## config.mk

```make
export PLATFORM = sky130hd
export DESIGN_NAME = video_crop
export DESIGN_NICKNAME = d
export VERILOG_FILES = /design/src/rtl/video_pkg.sv /design/src/rtl/video_crop.sv
export SDC_FILE = /design/constraint.sdc
export NUM_CORES = 1
export LEC_CHECK = 0
export ABC_AREA = 1
export CAP_MARGIN = 40
export CELL_PAD_IN_SITES_DETAIL_PLACEMENT = 0
export CELL_PAD_IN_SITES_GLOBAL_PLACEMENT = 1
export CORE_MARGIN = 2
export CORE_UTILIZATION = 44
export CTS_CLUSTER_DIAMETER = 120
export DETAILED_ROUTE_END_ITERATION = 8
export PLACE_DENSITY = 0.83
export SLEW_MARGIN = 20
export SYNTH_ARGS = -nofsm -noshare
export SYNTH_HDL_FRONTEND = slang
export SYNTH_SLANG_ARGS = --single-unit
```

## constraint.sdc

```tcl
create_clock -name clk -period 4.8 [get_ports clk]
set_input_delay 1.44 -clock clk [delete_from_list [all_inputs] [get_ports clk]]
set_output_delay 1.44 -clock clk [all_outputs]
set_load 0.01 [all_outputs]
```

## src/rtl/video_pkg.sv

```systemverilog
// Shared stream types and width helpers for the video pipeline (crop, binning).
package video_pkg;

  typedef struct packed {
    logic de;
    logic hs;
    logic vs;
  } vid_ctl_t;

  typedef enum logic [1:0] {
    ST_SYNC,
    ST_IDLE,
    ST_FRAME
  } crop_state_t;

  localparam logic HS_BLANK = 1'b1;

  // Counter width able to hold 0..max_val inclusive.
  function automatic int cnt_width(input int max_val);
    return $clog2(max_val) + 1;
  endfunction

endpackage

```

## src/rtl/video_crop.sv

```systemverilog
// Crops a frame-start-captured ROI out of a di/de/hs/vs raster stream.
// All outputs registered, 1 clk latency; no backpressure (stream is free-running).
module video_crop
  import video_pkg::*;
#(
  parameter int PIXEL_WIDTH     = 8,
  parameter int LINE_SIZE_MAX   = 4096,
  parameter int FRAME_LINES_MAX = 4096,
  parameter int EVEN_ALIGN      = 1,
  localparam int XW = cnt_width(LINE_SIZE_MAX),
  localparam int YW = cnt_width(FRAME_LINES_MAX)
) (
  input  logic                   clk,
  input  logic                   rst,
  input  logic                   bypass,
  input  logic [XW-1:0]          roi_x,
  input  logic [YW-1:0]          roi_y,
  input  logic [XW-1:0]          roi_w,
  input  logic [YW-1:0]          roi_h,
  input  logic [PIXEL_WIDTH-1:0] di_i,
  input  logic                   de_i,
  input  logic                   hs_i,
  input  logic                   vs_i,
  output logic [PIXEL_WIDTH-1:0] do_o,
  output logic                   de_o,
  output logic                   hs_o,
  output logic                   vs_o,
  output logic                   roi_err_o
);

  localparam logic [XW-1:0] XMASK = ~XW'(EVEN_ALIGN != 0);
  localparam logic [YW-1:0] YMASK = ~YW'(EVEN_ALIGN != 0);
  localparam vid_ctl_t CTL_RST = '{de: 1'b0, hs: HS_BLANK, vs: 1'b0};

  crop_state_t            state_q, state_d;
  logic [XW-1:0]          x_q, x_d, max_x_q, max_x_d;
  logic [YW-1:0]          y_q, y_d;
  logic                   line_de_q, line_de_d;
  logic                   hs_prev_q, hs_prev_d;
  logic                   bypass_q, bypass_d;
  logic [XW-1:0]          rx_q, rx_d, rw_q, rw_d;
  logic [YW-1:0]          ry_q, ry_d, rh_q, rh_d;
  logic [PIXEL_WIDTH-1:0] do_q, do_d;
  vid_ctl_t               ctl_q, ctl_d;
  logic                   err_q, err_d;

  logic          start, active, frame_end, line_end, byp, kx, ky;
  logic [XW-1:0] rx, rw, x_cur, max_cur, width_seen;
  logic [YW-1:0] ry, rh, y_cur;
  logic          line_de_cur, hs_prev_cur;
  logic [YW:0]   lines_seen;

  always_comb begin
    start  = (state_q == ST_IDLE) && vs_i;
    active = start || (state_q == ST_FRAME);
    frame_end = (state_q == ST_FRAME) && !vs_i;

    // The frame-start cycle already uses the freshly captured ROI and cleared counters.
    rx  = start ? (roi_x & XMASK) : rx_q;
    rw  = start ? (roi_w & XMASK) : rw_q;
    ry  = start ? (roi_y & YMASK) : ry_q;
    rh  = start ? (roi_h & YMASK) : rh_q;
    byp = start ? bypass : bypass_q;

    x_cur       = start ? '0 : x_q;
    y_cur       = start ? '0 : y_q;
    max_cur     = start ? '0 : max_x_q;
    line_de_cur = start ? 1'b0 : line_de_q;
    hs_prev_cur = start ? HS_BLANK : hs_prev_q;
    line_end    = hs_i && !hs_prev_cur;

    kx = (x_cur >= rx) && ((x_cur - rx) < rw);
    ky = (y_cur >= ry) && ((y_cur - ry) < rh);

    width_seen = (x_cur > max_cur) ? x_cur : max_cur;
    lines_seen = {1'b0, y_cur} + {{YW{1'b0}}, line_de_cur};

    state_d   = state_q;
    x_d       = x_q;
    y_d       = y_q;
    max_x_d   = max_x_q;
    line_de_d = line_de_q;
    hs_prev_d = hs_i;
    bypass_d  = bypass_q;
    rx_d      = rx_q;
    rw_d      = rw_q;
    ry_d      = ry_q;
    rh_d      = rh_q;
    do_d      = do_q;
    ctl_d     = CTL_RST;
    err_d     = 1'b0;

    case (state_q)
      ST_SYNC: begin
        do_d = '0;
        if (!vs_i) state_d = ST_IDLE;
      end
      ST_IDLE: begin
        if (vs_i) begin
          state_d  = ST_FRAME;
          rx_d     = rx;
          rw_d     = rw;
          ry_d     = ry;
          rh_d     = rh;
          bypass_d = byp;
        end
      end
      ST_FRAME: begin
        if (!vs_i) state_d = ST_IDLE;
      end
      default: state_d = ST_SYNC;
    endcase

    if (active) begin
      ctl_d.vs = vs_i;
      if (byp) begin
        do_d     = di_i;
        ctl_d.de = de_i;
        ctl_d.hs = hs_i;
      end else begin
        ctl_d.de = de_i && kx && ky;
        ctl_d.hs = ky ? hs_i : HS_BLANK;
        if (ctl_d.de) do_d = di_i;
      end

      x_d       = x_cur;
      y_d       = y_cur;
      max_x_d   = max_cur;
      line_de_d = line_de_cur || de_i;
      if (line_end) begin
        x_d       = '0;
        line_de_d = 1'b0;
        if (x_cur > max_cur) max_x_d = x_cur;
        // A line closing together with the frame is not counted.
        if (line_de_cur && (y_cur != '1) && !frame_end) y_d = y_cur + YW'(1);
      end else if (de_i && (x_cur != '1)) begin
        x_d = x_cur + XW'(1);
      end

      err_d = frame_end && !byp &&
              ((({1'b0, rx} + {1'b0, rw}) > {1'b0, width_seen}) ||
               (({1'b0, ry} + {1'b0, rh}) > lines_seen));
    end
  end

  always_ff @(posedge clk or posedge rst) begin
    if (rst) begin
      state_q   <= ST_SYNC;
      x_q       <= '0;
      y_q       <= '0;
      max_x_q   <= '0;
      line_de_q <= 1'b0;
      hs_prev_q <= HS_BLANK;
      bypass_q  <= 1'b0;
      rx_q      <= '0;
      rw_q      <= '0;
      ry_q      <= '0;
      rh_q      <= '0;
      do_q      <= '0;
      ctl_q     <= CTL_RST;
      err_q     <= 1'b0;
    end else begin
      state_q   <= state_d;
      x_q       <= x_d;
      y_q       <= y_d;
      max_x_q   <= max_x_d;
      line_de_q <= line_de_d;
      hs_prev_q <= hs_prev_d;
      bypass_q  <= bypass_d;
      rx_q      <= rx_d;
      rw_q      <= rw_d;
      ry_q      <= ry_d;
      rh_q      <= rh_d;
      do_q      <= do_d;
      ctl_q     <= ctl_d;
      err_q     <= err_d;
    end
  end

  assign do_o      = do_q;
  assign de_o      = ctl_q.de;
  assign hs_o      = ctl_q.hs;
  assign vs_o      = ctl_q.vs;
  assign roi_err_o = err_q;

endmodule

```

==> load_flow_metrics.sql, run 1 <==
INSERT INTO impl_metrics (metric_group, metric, value, unit) VALUES
('synthesis', 'seq_area_frac_synth', '28.5', '%'),
('worst_hold_path', 'hold_class', 'register to register', ''),
('global_routing', 'groute.usage.overall', '25.0', '%'),
('timing', 'report.final.setup_viol', '0', ''),
('finish', 'layout.filler_cells', '1879', ''),
('timing', 'maxSlewHeadroom', '42.1', '%'),
('finish', 'fin_area', '13900', 'µm²'),
('route', 'drt_pre_antenna_iters', '7', ''),
('synthesis', 'synthesis.area_per_instance', '7.08', 'µm²'),
('timing', 'hold_ws', '0.495', 'ns'),
('power_and_ir_drop', 'peakVddDrop', '0.000272', 'V'),
('floorplanning', 'chipWidth', '151', 'µm'),
('synthesis', 'syn-cell-area', '9490', 'µm²'),
('global_routing', 'antenna_violations_before_repair', '1', ''),
('place', 'post_dp_cell_area', '12700', 'µm²'),
('finish', 'finalCoreUtilization', '65.9', '%'),
('synthesis', 'synth-seq-cells', '108', ''),
('finish', 'sequential_cell_area', '2710', 'µm²'),
('clock_tree', 'ctsLongestPathBuffers', '2', ''),
('route', 'route.detailed.vias_per_inst', '4.96', ''),
('synthesis', 'synth_nets', '1512', ''),
('place', 'detailed_place_hpwl', '22200', 'µm'),
('synthesis', 'yosys.cell_types.count', '50', ''),
('route', 'totalWireLength', '30000', 'µm'),
('floorplanning', 'ioPinCount', '78', ''),
('synthesis', 'synth_top_cell_by_area', 'sky130_fd_sc_hd__dfrtp_1', ''),
('place', 'portBuffers', '73', ''),
('global_routing', 'grt_max_degree', '62', ''),
('clock_tree', 'cts-htree-levels', '3', ''),
('finish', 'final_net_count', '1898', ''),
('timing', 'hold_viol', '0', ''),
('setup_path', 'worst_setup_path_start_kind', 'input pin', ''),
('timing', 'timing_max_transition_violations_final', '0', ''),
('synthesis', 'synth_async_sr_flop_share', '100', '%'),
('global_routing', 'via_count_of_the_first_global_routing_pass', '9177', ''),
('floorplanning', 'initial_core_util', '45.0', '%'),
('global_routing', 'global_route_total_overflow', '0', ''),
('clock_tree', 'insertion_delay', '0.37', 'ns'),
('place', 'final_weighted_congestion_in_routability_driven_placement', '0.907', ''),
('power_and_ir_drop', 'power_frac_clock', '13.7', '%'),
('place', 'place_worst_setup_slack', '-0.856', 'ns'),
('power_and_ir_drop', 'power_density', '401', 'nW/µm²'),
('floorplanning', 'core.rowCount', '53', ''),
('synthesis', 'synth_commonest_cells', 'sky130_fd_sc_hd__nand2_1 (297), sky130_fd_sc_hd__inv_1 (237), sky130_fd_sc_hd__dfrtp_1 (106)', ''),
('power_and_ir_drop', 'total_leakage_power', '0.00729', 'µW'),
('power_and_ir_drop', 'seqPwrFrac', '18.9', '%'),
('floorplanning', 'die-height', '151', 'µm'),
('synthesis', 'synth_ff_type', 'sky130_fd_sc_hd__dfrtp_1', ''),
('synthesis', 'synthTopCellsByArea', 'sky130_fd_sc_hd__dfrtp_1 (28%), sky130_fd_sc_hd__ha_1 (14%), sky130_fd_sc_hd__nand2_1 (12%), sky130_fd_sc_hd__inv_1 (9.4%), sky130_fd_sc_hd__xor2_1 (4.9%)', ''),
('route', 'post-route-drc-count', '0', ''),
('clock_tree', 'clock-sinks', '108', ''),
('finish', 'syn_to_final_growth', '46.6', '%'),
('global_routing', 'grt_first_pass_wirelength', '44800', 'µm'),
('timing', 'achievable-frequency', '211', 'MHz'),
('clock_tree', 'root_buffer', 'sky130_fd_sc_hd__clkbuf_16', ''),
('synthesis', 'yosys_warnings', '0', ''),
('route', 'detailedRoute.firstIterationViolations', '612', ''),
('clock_tree', 'tritoncts_clock_tree', 'yes', ''),
('timing', 'setup_ws', '0.0562', 'ns'),
('synthesis', 'postSynthCellCount', '1340', ''),
('timing', 'fin_crit', '4.74', 'ns'),
('timing', 'max_slew.worst_pin.slew', '0.865', 'ns'),
('power_and_ir_drop', 'switching_share', '42.8', '%'),
('power_and_ir_drop', 'post-layout-total-power', '5570', 'µW'),
('flow_run', 'max_cap_viol_count', '0', ''),
('setup_path', 'critical_path.endpoint_type', 'register', ''),
('outcome', 'status', 'finished, final reports clean', ''),
('clock_tree', 'tritoncts.num_buffers', '9', ''),
('floorplanning', 'die-area', '22700', 'µm²'),
('synthesis', 'synth_enable_flop_cells', '0', ''),
('synthesis', 'yosysTopAreaCellShare', '28.0', '%');
==> cell usage in the layout (no fill, tap or decap), types with 3 or more instances in the layout <==
master and instances:
sky130_fd_sc_hd__a21oi_2 16, sky130_fd_sc_hd__o21ai_2 17, sky130_fd_sc_hd__nand3_1 65, sky130_fd_sc_hd__nand2_1 274, sky130_fd_sc_hd__buf_6 11, sky130_fd_sc_hd__nor2_1 94
sky130_fd_sc_hd__o22ai_1 8, sky130_fd_sc_hd__nor2_4 4, sky130_fd_sc_hd__xnor2_1 14, sky130_fd_sc_hd__o21ai_4 7, sky130_fd_sc_hd__clkdlybuf4s50_1 72, sky130_fd_sc_hd__clkbuf_16 13
sky130_fd_sc_hd__buf_4 302, sky130_fd_sc_hd__dfrtp_1 106, sky130_fd_sc_hd__nand3_2 12, sky130_fd_sc_hd__nand2_4 5, sky130_fd_sc_hd__a211oi_2 3, sky130_fd_sc_hd__ha_4 11
sky130_fd_sc_hd__a21oi_1 47, sky130_fd_sc_hd__nor2_2 17, sky130_fd_sc_hd__ha_1 92, sky130_fd_sc_hd__o211ai_1 4, sky130_fd_sc_hd__buf_12 7, sky130_fd_sc_hd__nor3_2 3
sky130_fd_sc_hd__nor3_1 13, sky130_fd_sc_hd__o21bai_1 6, sky130_fd_sc_hd__or2_4 3, sky130_fd_sc_hd__nand2_2 36, sky130_fd_sc_hd__inv_1 226, sky130_fd_sc_hd__o21ai_1 29
sky130_fd_sc_hd__inv_2 17, sky130_fd_sc_hd__o21ai_0 47, sky130_fd_sc_hd__or2_2 33, sky130_fd_sc_hd__a31oi_1 4, sky130_fd_sc_hd__xor2_1 53, sky130_fd_sc_hd__nand4_1 21
==> power groups by stage <==
stage,logic (µW),clock network [µW],registers (µW)
6_report,3750,765,1050
3_3_place_gp,3170,0,1070
4_1_cts,3310,776,1050
5_1_grt,4160,811,1060
3_5_place_dp,3250,0,1070
2_1_floorplan,1920,0,1070
==> final cells by class <==
class / count / area share (%)
tap: 275 / 2.47
inverter: 244 / 6.60
clock buffer: 11 / 1.82
sequential: 108 / 19.5
timing repair buffer: 399 / 24.5
multi-input combinational: 964 / 44.9
clock inverter: 5 / 0.252
==> through the flow <==
step | TNS [ns] | cells
after detailed placement | -8.90 | 1948
after floorplan | -1.15 | 1340
after global routing | -0.658 | 2006
after global placement | -7.49 | 1948
after CTS | 0 | 1968
final | 0 | 2006
==> sequential cells by signal, summed over array words and instances (netlist names), 2 cells and up <==
register / flops
do_o: 8
rh_q: 13
state_q: 2
y_q: 13
x_q: 13
max_x_q: 13
rx_q: 13
ry_q: 13
rw_q: 13
==> cell families (layout without fill, tap and decap cells) <==
family,count (synthesis),after routing,synth area share (%)
simple gates,586,588,27.6
buf+inv,270,659,11.5
compound gates,202,202,11.9
flops,108,108,28.5
fa+ha+maj,106,106,14.1
xor+xnor,68,68,6.28
==> worst max-delay path, cell delays in order <==
cell and delay [ns]:
sky130_fd_sc_hd__buf_4 0.11, sky130_fd_sc_hd__buf_6 0.12, sky130_fd_sc_hd__nand3_4 0.17, sky130_fd_sc_hd__buf_6 0.19, sky130_fd_sc_hd__buf_12 0.12, sky130_fd_sc_hd__buf_16 0.15, sky130_fd_sc_hd__o21ai_2 0.18, sky130_fd_sc_hd__buf_4 0.14
sky130_fd_sc_hd__ha_1 0.24, sky130_fd_sc_hd__a21oi_2 0.14, sky130_fd_sc_hd__o21ai_0 0.08, sky130_fd_sc_hd__a21oi_1 0.23, sky130_fd_sc_hd__o21ai_2 0.10, sky130_fd_sc_hd__xor2_1 0.16, sky130_fd_sc_hd__ha_1 0.33, sky130_fd_sc_hd__a21oi_2 0.16
sky130_fd_sc_hd__o221ai_1 0.11, sky130_fd_sc_hd__a21oi_1 0.16, sky130_fd_sc_hd__nand2_2 0.12, sky130_fd_sc_hd__o21ai_4 0.24, sky130_fd_sc_hd__nand2_2 0.13, sky130_fd_sc_hd__nand2_1 0.11, sky130_fd_sc_hd__nand2_1 0.06
==> path summary, 6_finish.rpt <==
path                                             start  slack [ns]                   to  cells after the start
worst min register to register     rh_q[0]$_DFFE_PP0P_        0.49  rh_q[0]$_DFFE_PP0P_                      2
worst max register to register  state_q[0]$_DFFE_PP0P_        0.66    do_o[0]$_DFF_PP0_                     20
min in group asynchronous                          rst        1.42  rw_q[8]$_DFFE_PP0P_                      2
max in group asynchronous                          rst        2.69  rh_q[2]$_DFFE_PP0P_                      3
worst max-delay path                              vs_i        0.06    do_o[0]$_DFF_PP0_                     23
worst min-delay path               rh_q[0]$_DFFE_PP0P_        0.49  rh_q[0]$_DFFE_PP0P_                      2
==> repair_timing <==
item,CTS,global route
hold buffers,0,0
endpoints found under the setup margin,11,10
cloned,1,6
buffers inserted,3,33
endpoints found under the hold margin,0,0
pin swaps,7,67
gates resized for setup,22,130
==> per-layer routing <==
layer	wire length [µm]	part of all wire, %	GRT usage (%)
met1	14800	49	37.9
met2	13200	44	38.6
met3	1680	5.6	2.23
met4	305	1.0	5.42
met5	0	0	0
No activity file was read; power rests on OpenSTA's default activity.
==> run 2, diff against run 1 <==
Settings changed: CORE_MARGIN 2 to 5, RECOVER_POWER set to 100.
Clock period 4.8 ns to 5.25 ns, I/O delays scaled along.
==> load_flow_metrics.sql, run 2 (synthesis results as in run 1) <==
INSERT INTO impl_metrics (metric_group, metric, value, unit) VALUES
('timing', 'unrepaired_setup_endpoints_after_global_routing', 'no', ''),
('timing', 'maxSlewHeadroom', '-39.0', '%'),
('clock_tree', 'tritoncts.num_buffers', '9', ''),
('finish', 'insertedDiodeCount', '0', ''),
('finish', 'syn_to_final_growth', '32.8', '%'),
('power_and_ir_drop', 'total_leakage_power', '0.00677', 'µW'),
('setup_path', 'worstPathRequired', '5.49', 'ns'),
('route', 'totalWireLength', '26700', 'µm'),
('clock_tree', 'root_buffer', 'sky130_fd_sc_hd__clkbuf_16', ''),
('route', 'ant_nets', '0', ''),
('setup_path', 'critPathMaxFanout', '11', ''),
('power_and_ir_drop', 'power.switching', '1940', 'µW'),
('clock_tree', 'register_clock_pin_slew_on_the_reported_worst_setup_and_hold_paths', '0.08', 'ns'),
('floorplanning', 'die-area', '24600', 'µm²'),
('timing', 'hold_viol', '0', ''),
('power_and_ir_drop', 'seqPwrFrac', '21.1', '%'),
('place', 'final_weighted_congestion_in_routability_driven_placement', '0.903', ''),
('global_routing', 'via_count_of_the_first_global_routing_pass', '8848', ''),
('timing', 'achievable-frequency', '202', 'MHz'),
('clock_tree', 'cts-htree-levels', '3', ''),
('setup_path', 'library_cell_appearing_most_often_on_the_critical_path', 'sky130_fd_sc_hd__nand2_1', ''),
('outcome', 'status', 'finished with violations', ''),
('place', 'place_worst_setup_slack', '-0.622', 'ns'),
('finish', 'layout_commonest_cell', 'sky130_fd_sc_hd__nand2_1', ''),
('clock_tree', 'clock-sinks', '108', ''),
('route', 'detailroute.via_count', '9337', ''),
('floorplanning', 'ioPinCount', '78', ''),
('clock_tree', 'tritoncts_clock_tree', 'yes', ''),
('route', 'route.detailed.vias_per_inst', '4.82', ''),
('finish', 'fin_area', '12600', 'µm²'),
('clock_tree', 'post_cts_hold_buffer_count', '0', ''),
('global_routing', 'grt_first_pass_wirelength', '44000', 'µm'),
('timing', 'skew', '0.0144', 'ns'),
('power_and_ir_drop', 'power_report.internal_total', '2610', 'µW'),
('global_routing', 'global_route_total_overflow', '0', ''),
('timing', 'max_slew.worst_pin.slew', '2.09', 'ns'),
('setup_path', 'worst_ep_arrival_time', '5.18', 'ns'),
('global_routing', 'antenna_violations_before_repair', '0', ''),
('floorplanning', 'core_area', '21200', 'µm²'),
('place', 'portBuffers', '73', ''),
('finish', 'finalCoreUtilization', '59.6', '%'),
('timing', 'setup_ws', '0.310', 'ns'),
('route', 'post-route-drc-count', '0', ''),
('setup_path', 'crit_path_top_delay_cell', 'sky130_fd_sc_hd__ha_1', ''),
('power_and_ir_drop', 'power_frac_clock', '15.9', '%'),
('timing', 'hold_ws', '0.497', 'ns'),
('floorplanning', 'die-height', '157', 'µm'),
('power_and_ir_drop', 'peakVddDrop', '0.000206', 'V'),
('global_routing', 'grt_max_degree', '46', ''),
('place', 'post_dp_cell_area', '12400', 'µm²'),
('flow_run', 'max_cap_viol_count', '2', ''),
('clock_tree', 'insertion_delay', '0.36', 'ns'),
('power_and_ir_drop', 'power_density', '361', 'nW/µm²'),
('worst_hold_path', 'hold_class', 'register to register', ''),
('floorplanning', 'chipWidth', '157', 'µm'),
('floorplanning', 'initial_core_util', '44.8', '%'),
('timing', 'period_share', '94.1', '%'),
('outcome', 'violations', 'max-capacitance violations, max-slew violations', ''),
('setup_path', 'worst_setup_path_start_kind', 'input pin', ''),
('place', 'detailed_place_hpwl', '21800', 'µm'),
('timing', 'fin_crit', '4.94', 'ns'),
('setup_path', 'critical_path.endpoint_type', 'register', ''),
('timing', 'timing_max_transition_violations_final', '89', ''),
('power_and_ir_drop', 'logic_pwr_share', '63.0', '%'),
('setup_path', 'timing.setup.critical_path_class', 'input pin to register', ''),
('route', 'detailedRoute.firstIterationViolations', '533', ''),
('route', 'avgRoutedWirePerCell', '13.8', 'µm'),
('finish', 'post_route_cells_drive_above_1_share', '20.5', '%'),
('power_and_ir_drop', 'switching_share', '42.6', '%'),
('route', 'drt_pre_antenna_iters', '5', ''),
('finish', 'final_cell_mix', 'sky130_fd_sc_hd__nand2_1 (296), sky130_fd_sc_hd__inv_1 (236), sky130_fd_sc_hd__buf_4 (217), sky130_fd_sc_hd__nor2_1 (107), sky130_fd_sc_hd__dfrtp_1 (106)', ''),
('floorplanning', 'core.rowCount', '53', ''),
('clock_tree', 'ctsLongestPathBuffers', '2', ''),
('setup_path', 'crit_path_max_incr_delay', '0.31', 'ns'),
('global_routing', 'groute.usage.overall', '22.3', '%'),
('finish', 'final_net_count', '1828', ''),
('timing', 'report.final.setup_viol', '0', '');
-- run 2: changes by cell type in the layout (fill, tap and decap cells not counted), moves of 12 or more --
cell	previous run	this run
sky130_fd_sc_hd__buf_4	302	217
sky130_fd_sc_hd__clkdlybuf4s50_1	72	58
sky130_fd_sc_hd__a21oi_1	47	61
sky130_fd_sc_hd__o21ai_0	47	88
sky130_fd_sc_hd__clkbuf_4	0	14
sky130_fd_sc_hd__dlygate4sd3_1	0	14
sky130_fd_sc_hd__nor2_2	17	5
sky130_fd_sc_hd__a21oi_2	16	2
sky130_fd_sc_hd__nand2_1	274	296
sky130_fd_sc_hd__clkbuf_1	0	20
sky130_fd_sc_hd__ha_1	92	104
sky130_fd_sc_hd__nor2_1	94	107
sky130_fd_sc_hd__nand2_2	36	15
sky130_fd_sc_hd__o21ai_1	29	5
-- run 2: per-layer routing --
metal	track usage (%)	wire length, µm	up-vias
li1	-	-	4915
met1	35.2	14200	4197
met2	32.8	10900	211
met3	2.38	1330	14
met4	4.17	229	0
met5	0	0	-
-- run 2: stage by stage --
stage | cells | total power, µW | TNS [ns]
floorplan | 1340 | 2710 | 0
finish | 1936 | 4550 | 0
global placement | 1915 | 3770 | -5.63
global route | 1936 | 5020 | 0
detailed placement | 1916 | 3850 | -6.18
CTS | 1934 | 4600 | 0
-- run 2: final timing paths --
kind	start	to	slack [ns]	depth (start not counted)
min	rh_q[0]$_DFFE_PP0P_	rh_q[0]$_DFFE_PP0P_	0.50	2
max	vs_i	roi_err_o$_DFF_PP0_	0.31	26
min in group asynchronous	rst	rh_q[8]$_DFFE_PP0P_	1.94	2
max in group asynchronous	rst	x_q[11]$_DFFE_PP0N_	0.69	3
min reg2reg	rh_q[0]$_DFFE_PP0P_	rh_q[0]$_DFFE_PP0P_	0.50	2
max reg2reg	state_q[1]$_DFFE_PP0P_	roi_err_o$_DFF_PP0_	1.14	28
-- run 2: cell type report --
| class | instances | area (µm²) |
|---|---|---|
| Fill cell | 2007 | 8550 |
| Multi-Input combinational cell | 962 | 5690 |
| Sequential cell | 108 | 2710 |
| Timing Repair Buffer | 331 | 2640 |
| Inverter | 244 | 917 |
| Tap cell | 275 | 344 |
| Clock buffer | 9 | 225 |
| Clock inverter | 7 | 76.3 |
-- run 2: timing repair --
action | 4_1_cts | 5_1_grt
cloned | 0 | 0
resized for setup | 4 | 12
setup buffers | 2 | 1
pin swaps | 1 | 4
setup endpoints to repair | 10 | 10
-- run 2: critical path: cells and delay by family --
| kind | cells | cell delay [ns] |
|---|---|---|
| XOR/XNOR | 1 | 0.16 |
| AO/OA/AOI/OAI | 5 | 0.67 |
| buffers and inverters | 6 | 0.75 |
| adder cells (fa/ha/maj) | 2 | 0.60 |
| AND/OR/NAND/NOR | 12 | 1.42 |
-- run 2: power groups by stage --
stage	logic (µW)	clock network [µW]	registers, µW
after floorplan	1730	0	974
after global placement	2800	0	974
after detailed placement	2870	0	978
after CTS	2900	742	961
after global routing	3270	777	971
final	2870	723	960
==> run 3, diff against run 2 <==
Settings changed: CORE_MARGIN 5 to 2.
==> load_flow_metrics.sql, run 3 (synthesis results as in run 1) <==
INSERT INTO impl_metrics (metric_group, metric, value, unit) VALUES
('outcome', 'status', 'finished, final reports clean', ''),
('route', 'post-route-drc-count', '0', ''),
('route', 'detailedRoute.firstIterationViolations', '554', ''),
('timing', 'achievable-frequency', '202', 'MHz'),
('global_routing', 'via_count_of_the_first_global_routing_pass', '8929', ''),
('finish', 'layout.filler_cells', '1973', ''),
('timing', 'fin_crit', '4.94', 'ns'),
('global_routing', 'grt_max_degree', '54', ''),
('timing', 'timing_max_transition_violations_final', '0', ''),
('timing', 'setup_ws', '0.309', 'ns'),
('route', 'avgRoutedWirePerCell', '13.9', 'µm'),
('route', 'detailroute.via_count', '9526', ''),
('flow_run', 'max_cap_viol_count', '0', ''),
('clock_tree', 'root_buffer', 'sky130_fd_sc_hd__clkbuf_16', ''),
('worst_hold_path', 'hold_class', 'register to register', ''),
('power_and_ir_drop', 'power_density', '365', 'nW/µm²'),
('power_and_ir_drop', 'total_leakage_power', '0.00696', 'µW'),
('finish', 'layout.cells.non_filler', '1965', ''),
('timing', 'max_slew.worst_pin.slew', '1.44', 'ns'),
('setup_path', 'critical_path.n_buffers_inverters', '6', ''),
('finish', 'post_route_cells_drive_above_1_share', '22.9', '%'),
('setup_path', 'worstPathRequired', '5.55', 'ns'),
('setup_path', 'worst_setup_path_start_kind', 'input pin', ''),
('finish', 'syn_to_final_growth', '37.0', '%'),
('setup_path', 'timing.setup.critical_path_class', 'input pin to register', ''),
('route', 'route.detailed.vias_per_inst', '4.85', ''),
('clock_tree', 'post_cts_hold_buffer_count', '0', ''),
('setup_path', 'critPathMaxFanout', '10', ''),
('power_and_ir_drop', 'seqPwrFrac', '20.3', '%'),
('floorplanning', 'chipWidth', '151', 'µm'),
('place', 'place_worst_setup_slack', '-0.567', 'ns'),
('setup_path', 'critical_path.endpoint_type', 'register', ''),
('route', 'drt_pre_antenna_iters', '7', ''),
('floorplanning', 'core_area', '21100', 'µm²'),
('setup_path', 'worst_ep_arrival_time', '5.24', 'ns'),
('power_and_ir_drop', 'logic_pwr_share', '64.1', '%'),
('timing', 'period_share', '94.1', '%'),
('floorplanning', 'die-height', '151', 'µm'),
('timing', 'skew', '0.0101', 'ns'),
('clock_tree', 'cts-htree-levels', '3', ''),
('setup_path', 'crit_path_top_delay_cell', 'sky130_fd_sc_hd__ha_1', ''),
('finish', 'finalCoreUtilization', '61.6', '%'),
('timing', 'maxSlewHeadroom', '3.76', '%'),
('setup_path', 'crit_path_max_incr_delay', '0.33', 'ns'),
('finish', 'layout_commonest_cell', 'sky130_fd_sc_hd__nand2_1', ''),
('clock_tree', 'register_clock_pin_slew_on_the_reported_worst_setup_and_hold_paths', '0.07', 'ns'),
('global_routing', 'groute.usage.overall', '24.2', '%'),
('place', 'final_weighted_congestion_in_routability_driven_placement', '0.927', ''),
('timing', 'hold_viol', '0', ''),
('place', 'portBuffers', '73', ''),
('setup_path', 'library_cell_appearing_most_often_on_the_critical_path', 'sky130_fd_sc_hd__nand2_1', ''),
('timing', 'report.final.setup_viol', '0', ''),
('floorplanning', 'core.rowCount', '53', ''),
('clock_tree', 'insertion_delay', '0.36', 'ns'),
('global_routing', 'global_route_total_overflow', '0', ''),
('clock_tree', 'ctsLongestPathBuffers', '2', ''),
('global_routing', 'antenna_violations_before_repair', '0', ''),
('global_routing', 'grt_first_pass_wirelength', '43200', 'µm'),
('setup_path', 'critical_path.top_delay_family', 'compound AO/OA/AOI/OAI gates', ''),
('finish', 'final_net_count', '1857', ''),
('power_and_ir_drop', 'power.switching', '2010', 'µW'),
('floorplanning', 'initial_core_util', '45.0', '%'),
('finish', 'final_cell_mix', 'sky130_fd_sc_hd__nand2_1 (297), sky130_fd_sc_hd__buf_4 (242), sky130_fd_sc_hd__inv_1 (235), sky130_fd_sc_hd__dfrtp_1 (106), sky130_fd_sc_hd__nor2_1 (104)', ''),
('power_and_ir_drop', 'power_report.internal_total', '2730', 'µW'),
('clock_tree', 'tritoncts_clock_tree', 'yes', ''),
('finish', 'insertedDiodeCount', '0', ''),
('floorplanning', 'die-area', '22700', 'µm²'),
('clock_tree', 'clock-sinks', '108', ''),
('clock_tree', 'tritoncts.num_buffers', '9', ''),
('power_and_ir_drop', 'power_frac_clock', '15.7', '%'),
('place', 'detailed_place_hpwl', '21900', 'µm'),
('power_and_ir_drop', 'peakVddDrop', '0.000227', 'V'),
('floorplanning', 'ioPinCount', '78', ''),
('route', 'ant_nets', '0', ''),
('power_and_ir_drop', 'switching_share', '42.4', '%'),
('route', 'totalWireLength', '27300', 'µm'),
('place', 'placed_cells_incl_taps', '1939', '');
[run 3: per-layer routing]
metal  track usage [%]  vias up  wire length [µm]
met5                 0        -                 0
met4              5.42        0               327
met3              2.41       23              1220
met2              36.7      203             11400
met1              37.0     4320             14400
li1                  -     4980                 -
[run 3: power by group through the flow]
stage	Sequential [µW]	Combinational [µW]	Clock [µW]
finish	961	3040	743
global route	971	3410	782
CTS	963	2980	754
detailed placement	979	2930	0
global placement	974	2860	0
floorplan	974	1730	0
[run 3: worst paths after layout]
kind	startpoint	end	slack [ns]	cells after the start
max in group asynchronous	rst	ry_q[0]$_DFFE_PP0P_	0.83	5
worst max-delay path	vs_i	do_o[7]$_DFF_PP0_	0.31	25
worst min-delay path	ry_q[0]$_DFFE_PP0P_	ry_q[0]$_DFFE_PP0P_	0.50	2
worst min register to register	ry_q[0]$_DFFE_PP0P_	ry_q[0]$_DFFE_PP0P_	0.50	2
worst max register to register	state_q[0]$_DFFE_PP0P_	do_o[7]$_DFF_PP0_	1.08	23
min in group asynchronous	rst	rx_q[10]$_DFFE_PP0P_	1.90	2
[run 3: final cells by class]
cell class / instances / area (µm²) / area share (%)
Multi-Input combinational cell: 963 / 5770 / 44.4
Clock inverter: 3 / 43.8 / 0.337
Sequential cell: 108 / 2710 / 20.8
Tap cell: 275 / 344 / 2.65
Clock buffer: 13 / 270 / 2.08
Inverter: 244 / 917 / 7.06
Timing Repair Buffer: 359 / 2940 / 22.6
[run 3: worst register-to-register path, stage by stage (launching register included)]
cell	delay, ns
sky130_fd_sc_hd__dfrtp_1	0.51
sky130_fd_sc_hd__nand2_1	0.14
sky130_fd_sc_hd__nor2_4	0.14
sky130_fd_sc_hd__buf_12	0.15
sky130_fd_sc_hd__buf_12	0.14
sky130_fd_sc_hd__buf_4	0.16
sky130_fd_sc_hd__nor2_1	0.08
sky130_fd_sc_hd__ha_1	0.30
sky130_fd_sc_hd__inv_1	0.06
sky130_fd_sc_hd__o21bai_1	0.16
sky130_fd_sc_hd__inv_1	0.07
sky130_fd_sc_hd__o211ai_1	0.31
sky130_fd_sc_hd__a21boi_2	0.14
sky130_fd_sc_hd__o21ai_1	0.18
sky130_fd_sc_hd__xor2_1	0.17
sky130_fd_sc_hd__ha_1	0.28
sky130_fd_sc_hd__a21oi_1	0.16
sky130_fd_sc_hd__o221ai_1	0.12
sky130_fd_sc_hd__a21oi_1	0.16
sky130_fd_sc_hd__nand2_2	0.12
sky130_fd_sc_hd__o21ai_4	0.24
sky130_fd_sc_hd__buf_6	0.16
sky130_fd_sc_hd__nand3_1	0.07
sky130_fd_sc_hd__nand2_1	0.07
[run 3: metrics by stage]
step                      instance area (µm²)  setup TNS, ns  power (µW)  hold slack, ns
after global placement                  12500          -5.32        3830           0.478
after global routing                    13000        -0.0383        5160           0.540
after CTS                               12900              0        4700           0.506
after detailed placement                12600          -5.67        3910           0.488
final                                   13000              0        4750           0.502
after floorplan                          9500              0        2710           0.460
[run 3: timing repair]
action,in CTS,in global routing
setup endpoints to repair,10,10
cloned,1,1
buffers inserted,2,5
resized for setup,12,37
endpoints found under the hold margin,0,0
pin swaps,5,16
